<file path="config.mk">
export PLATFORM = sky130hd
export DESIGN_NAME = prog_loader
export DESIGN_NICKNAME = d
export VERILOG_FILES = /design/src/rtl/prog_loader.sv
export SDC_FILE = /design/constraint.sdc
export NUM_CORES = 1
export LEC_CHECK = 0
export ABC_AREA = 0
export CAP_MARGIN = 5
export CORE_MARGIN = 3
export CORE_UTILIZATION = 37
export DETAILED_ROUTE_END_ITERATION = 6
export PLACE_DENSITY = 0.58
export SYNTH_ARGS = -nofsm -noshare
export SYNTH_HDL_FRONTEND = slang
export SYNTH_SLANG_ARGS = --single-unit
</file>
<file path="constraint.sdc">
create_clock -name clock -period 4.8 [get_ports clock]
set_input_delay 0.96 -clock clock [delete_from_list [all_inputs] [get_ports clock]]
set_output_delay 0.96 -clock clock [all_outputs]
set_load 0.02 [all_outputs]
</file>
<file path="src/rtl/prog_loader.sv">
// Byte-stream program loader: packs big-endian bytes into 32-bit words, writes them to instruction RAM, then raises working.
// Optional trailing XOR checksum byte is enabled with `define PROG_LOADER_CHECKSUM_EN.
module prog_loader #(
  parameter int                ADDR_W    = 9,
  parameter logic [ADDR_W-1:0] BASE_ADDR = '0
) (
  input  logic              clock,
  input  logic              reset,
  input  logic              start,
  input  logic [ADDR_W-1:0] word_count,
  input  logic [7:0]        byte_in,
  input  logic              byte_valid,
  output logic              byte_ready,
  input  logic              stop,
  output logic [ADDR_W-1:0] addr,
  output logic              wr,
  output logic [31:0]       wdata,
  output logic              working,
  output logic              busy,
  output logic              err
);

  typedef enum logic [2:0] {
    S_IDLE,
    S_COLLECT,
    S_WRITE,
    S_RUN
`ifdef PROG_LOADER_CHECKSUM_EN
    , S_CHECK
`endif
  } state_t;

`ifdef PROG_LOADER_CHECKSUM_EN
  localparam state_t S_DONE = S_CHECK;
`else
  localparam state_t S_DONE = S_RUN;
`endif

  state_t            state_q, state_d;
  logic [ADDR_W-1:0] addr_q, addr_d;
  logic              wr_q, wr_d;
  logic [31:0]       wdata_q, wdata_d;
  logic              working_q, working_d;
  logic              busy_q, busy_d;
  logic [23:0]       asm_q, asm_d;
  logic [1:0]        byte_cnt_q, byte_cnt_d;
  logic [ADDR_W-1:0] remaining_q, remaining_d;
  logic              skip_q, skip_d;
  logic              accept;
  logic              start_ok;
`ifdef PROG_LOADER_CHECKSUM_EN
  logic              err_q, err_d;
  logic [7:0]        csum_q, csum_d;
`endif

  always_comb begin
    byte_ready = 1'b0;
    case (state_q)
      S_COLLECT: byte_ready = 1'b1;
`ifdef PROG_LOADER_CHECKSUM_EN
      S_CHECK:   byte_ready = 1'b1;
`endif
      default:   byte_ready = 1'b0;
    endcase
  end

  assign accept   = byte_valid && byte_ready;
  // A stop+start collision in RUN suppresses start for the following IDLE cycle.
  assign start_ok = start && !skip_q;

  always_ff @(posedge clock or posedge reset) begin
    if (reset) state_q <= S_IDLE;
    else       state_q <= state_d;
  end

  always_comb begin
    state_d = state_q;
    case (state_q)
      S_IDLE:    if (start_ok) state_d = (word_count != '0) ? S_COLLECT : S_DONE;
      S_COLLECT: if (accept && byte_cnt_q == 2'd3) state_d = S_WRITE;
      S_WRITE:   state_d = (remaining_q == ADDR_W'(1)) ? S_DONE : S_COLLECT;
      S_RUN:     if (stop) state_d = S_IDLE;
`ifdef PROG_LOADER_CHECKSUM_EN
      S_CHECK:   if (accept) state_d = (byte_in == csum_q) ? S_RUN : S_IDLE;
`endif
      default:   state_d = S_IDLE;
    endcase
  end

  always_comb begin
    addr_d      = addr_q;
    wdata_d     = wdata_q;
    asm_d       = asm_q;
    byte_cnt_d  = byte_cnt_q;
    remaining_d = remaining_q;
    skip_d      = (state_q == S_RUN) && stop && start;
    wr_d        = (state_d == S_WRITE);
    working_d   = (state_d == S_RUN);
    busy_d      = (state_d == S_COLLECT) || (state_d == S_WRITE);
`ifdef PROG_LOADER_CHECKSUM_EN
    err_d       = err_q;
    csum_d      = csum_q;
    busy_d      = busy_d || (state_d == S_CHECK);
`endif
    case (state_q)
      S_IDLE: begin
        if (start_ok) begin
          remaining_d = word_count;
          addr_d      = BASE_ADDR;
          byte_cnt_d  = 2'd0;
`ifdef PROG_LOADER_CHECKSUM_EN
          err_d       = 1'b0;
          csum_d      = 8'h00;
`endif
        end
      end
      S_COLLECT: begin
        if (accept) begin
          asm_d      = {asm_q[15:0], byte_in};
          byte_cnt_d = byte_cnt_q + 2'd1;
`ifdef PROG_LOADER_CHECKSUM_EN
          csum_d     = csum_q ^ byte_in;
`endif
          if (byte_cnt_q == 2'd3) wdata_d = {asm_q, byte_in};
        end
      end
      S_WRITE: begin
        addr_d      = addr_q + ADDR_W'(1);
        remaining_d = remaining_q - ADDR_W'(1);
      end
`ifdef PROG_LOADER_CHECKSUM_EN
      S_CHECK: begin
        if (accept && byte_in != csum_q) err_d = 1'b1;
      end
`endif
      default: ;
    endcase
  end

  always_ff @(posedge clock or posedge reset) begin
    if (reset) begin
      addr_q      <= BASE_ADDR;
      wr_q        <= 1'b0;
      wdata_q     <= 32'h0;
      working_q   <= 1'b0;
      busy_q      <= 1'b0;
      asm_q       <= 24'h0;
      byte_cnt_q  <= 2'd0;
      remaining_q <= '0;
      skip_q      <= 1'b0;
`ifdef PROG_LOADER_CHECKSUM_EN
      err_q       <= 1'b0;
      csum_q      <= 8'h00;
`endif
    end else begin
      addr_q      <= addr_d;
      wr_q        <= wr_d;
      wdata_q     <= wdata_d;
      working_q   <= working_d;
      busy_q      <= busy_d;
      asm_q       <= asm_d;
      byte_cnt_q  <= byte_cnt_d;
      remaining_q <= remaining_d;
      skip_q      <= skip_d;
`ifdef PROG_LOADER_CHECKSUM_EN
      err_q       <= err_d;
      csum_q      <= csum_d;
`endif
    end
  end

  assign addr    = addr_q;
  assign wr      = wr_q;
  assign wdata   = wdata_q;
  assign working = working_q;
  assign busy    = busy_q;
`ifdef PROG_LOADER_CHECKSUM_EN
  assign err     = err_q;
`else
  assign err     = 1'b0;
`endif

endmodule

</file>
==> out/qor.yml <==
status: "complete, no violations"
rr_endpoint: "wdata[27]"
fin_nets: 357
area.growth.synth_to_final_pct: 27.8
crit_family: "buffers and inverters"
ys_top_cells_by_count: "dfrtp_1, mux2_2, nand2_1"
antenna_left: 0
clk_pin_slew_worst_paths_ns: 0.09
cts_tree: "built"
drt-initial-drc-count: 89
cts_hold_buf: 0
dp_cells: 428
drt-total-wl_um: 6860
yosysUniqueCellTypes: 47
synth-async-reset-ratio: 1.00
fin_area_um2: 4440
maxCapViolCount: 0
drc: 0
clk_latency_ns: 0.35
gp_congestion: 0.788
ctsResizeCount: 0
cts_root_buf: "clkbuf_8"
r2r-start: "state_q[1]"
synth_edf_count: 0
fin_ws_ns: 2.01
cp-startpoint: "state_q[1]"
post-place-ws_ns: 1.94
syn_area_um2: 3470
grt_pass1_wl_um: 11400
grt_pass1_vias: 2238
slowest_delay_ns: 0.66
wl_per_cell_um: 15.4
rsz0062_at_grt: "false"
min_path_type: "reg2reg"
fin_crit_ns: 2.79
clockBufferDepth: 2
critPathCapture: "byte_ready"
ir_worst_vdd_mv: 0.216
crit_chain: "nor3b_4 -> clkdlybuf4s50_1"
arrival_ns: 1.83
drtPass1Iterations: 4
path_max_fanout: 9
relSlewSlack: 0.317
layout-drive-gt1-share: 0.232
synth_cells: 262
clock-sinks: 83
die_area_um2: 10600
fin_crit_sh: 0.582
port_buffers: 66
drv_slew: 0
worstMarginPinSlew_ns: 1.02
post-cts-setup-buffer-count: 0
initial_core_util: 0.389
synth_seq_area_share: 0.598
synth_top_area_frac: 0.598
die_w_um: 103
leakage_nw: 1.97
grt_max_degree: 60
track_usage: 0.139
p_per_area_nw_per_um2: 393
core_area_um2: 8930
cp_num_cells: 2
power.total_w: 0.00174
antenna_found_initial: 0
synth_area_leader_cell: "dfrtp_1"
rrSetupSlack_ns: 2.86
cts_made_buffers: 9
crit_slowest_cell: "clkdlybuf4s50_1"
hold_viol: 0
die_h_um: 103
worstRegToRegCells: 4
placementRows: 34
antennaDiodeCount: 0
placed_area_um2: 4210
fin_skew_ns: 0.00969
critPathBufInv: 1
io_pins: 68
fmax_mhz: 358
overflow: 0
dp_hpwl_um: 4730
yosysWarnings: 0
end_kind: "output port"
criticalPathCategory: "reg2out"
cp-start-kind: "flip-flop"
synth_ff_type: "dfrtp_1"
critical_path_required_ns: 3.84
syn_avg_cell_area_um2: 13.2
fin_cells: 444
ys_seq_elements: 83
synth_area_leaders: "dfrtp_1, mux2_2, nand2_1, o21ai_0, ha_1"
vias_per_cell: 5.03
finalSetupViolCount: 0
vias: 2234
htree_levels: 3
synth.most_common_cell: "dfrtp_1"
setup_tns_ns: 0
fillers: 800
[cell usage in the layout (no fill, tap or decap), types with 3 or more instances in the layout]
cell type        instances
a21oi_1                  3
and3_1                   3
buf_4                    3
clkbuf_8                10
clkdlybuf4s50_1         66
dfrtp_1                 83
ha_1                     4
inv_1                    3
mux2_1                   3
mux2_2                  53
nand2_1                 19
nand3_1                  9
nand4_1                  3
nor2_1                   8
nor4_1                   5
o21ai_0                 14
o22ai_1                  3
[registers in the layout (all words and copies together) (netlist names)]
| name | flops |
|---|---|
| state_q | 3 |
| wr | 1 |
| addr | 9 |
| working | 1 |
| wdata | 32 |
| byte_cnt_q | 2 |
| skip_q | 1 |
| remaining_q | 9 |
| busy | 1 |
| asm_q | 24 |
[logic make-up after synthesis]
logic type	Yosys count	synth area share
adders and majority gates	4	0.0144
DFF	83	0.598
and+or+nand+nor	63	0.0999
xor gates and xnor gates	2	0.00505
other	1	0.00108
AOI/OAI and AO/OA	37	0.0707
muxes	56	0.182
buffers and inverters	16	0.0288
[worst min-delay path by stage]
stage / cells past startpoint / endpoint / start
after floorplan: 1 / byte_cnt_q[0] / byte_cnt_q[0]
after global placement: 1 / wdata[11] / wdata[11]
after detailed placement: 1 / wdata[8] / wdata[8]
after CTS: 1 / addr[8] / addr[8]
after global routing: 1 / addr[8] / addr[8]
final: 1 / wdata[8] / wdata[8]
[through the flow]
| stage | util | hold slack, ns |
|---|---|---|
| 6_report | 0.496 | 0.495 |
| 5_1_grt | 0.496 | 0.524 |
| 4_1_cts | 0.496 | 0.497 |
| 3_5_place_dp | 0.471 | 0.480 |
| 3_3_place_gp | 0.471 | 0.474 |
| 2_1_floorplan | - | 0.467 |
[worst register-to-register path, delay by kind of cell (launching register included)]
kind,cells,cell delay [ns]
mux,1,0.41
buf+inv,1,0.40
simple gates,2,0.54
flops,1,0.49
[cell type report]
cell class	count	area [um^2]	area share
multi-input combinational	164	1300	0.293
clock buffer	11	141	0.0319
clock inverter	5	85.1	0.0192
timing repair buffer	69	683	0.154
sequential	83	2080	0.468
inverter	4	16.3	0.00367
tap	108	135	0.0305
[layer usage]
layer | share of wire | track usage | wire [um]
met5 | 0 | 0 | 0
met1 | 0.48 | 0.199 | 3290
met4 | 0.014 | 0.0408 | 94
met2 | 0.46 | 0.209 | 3160
met3 | 0.044 | 0.0365 | 303
[where the power goes]
group	leakage (nW)	total, W	internal, W	switching, W
Combinational	0.776	0.000268	0.000158	0.000110
Sequential	1.09	0.000918	0.000826	0.0000920
Clock	0.110	0.000557	0.000310	0.000247
Note: power is estimated with default switching activity, not from simulation.
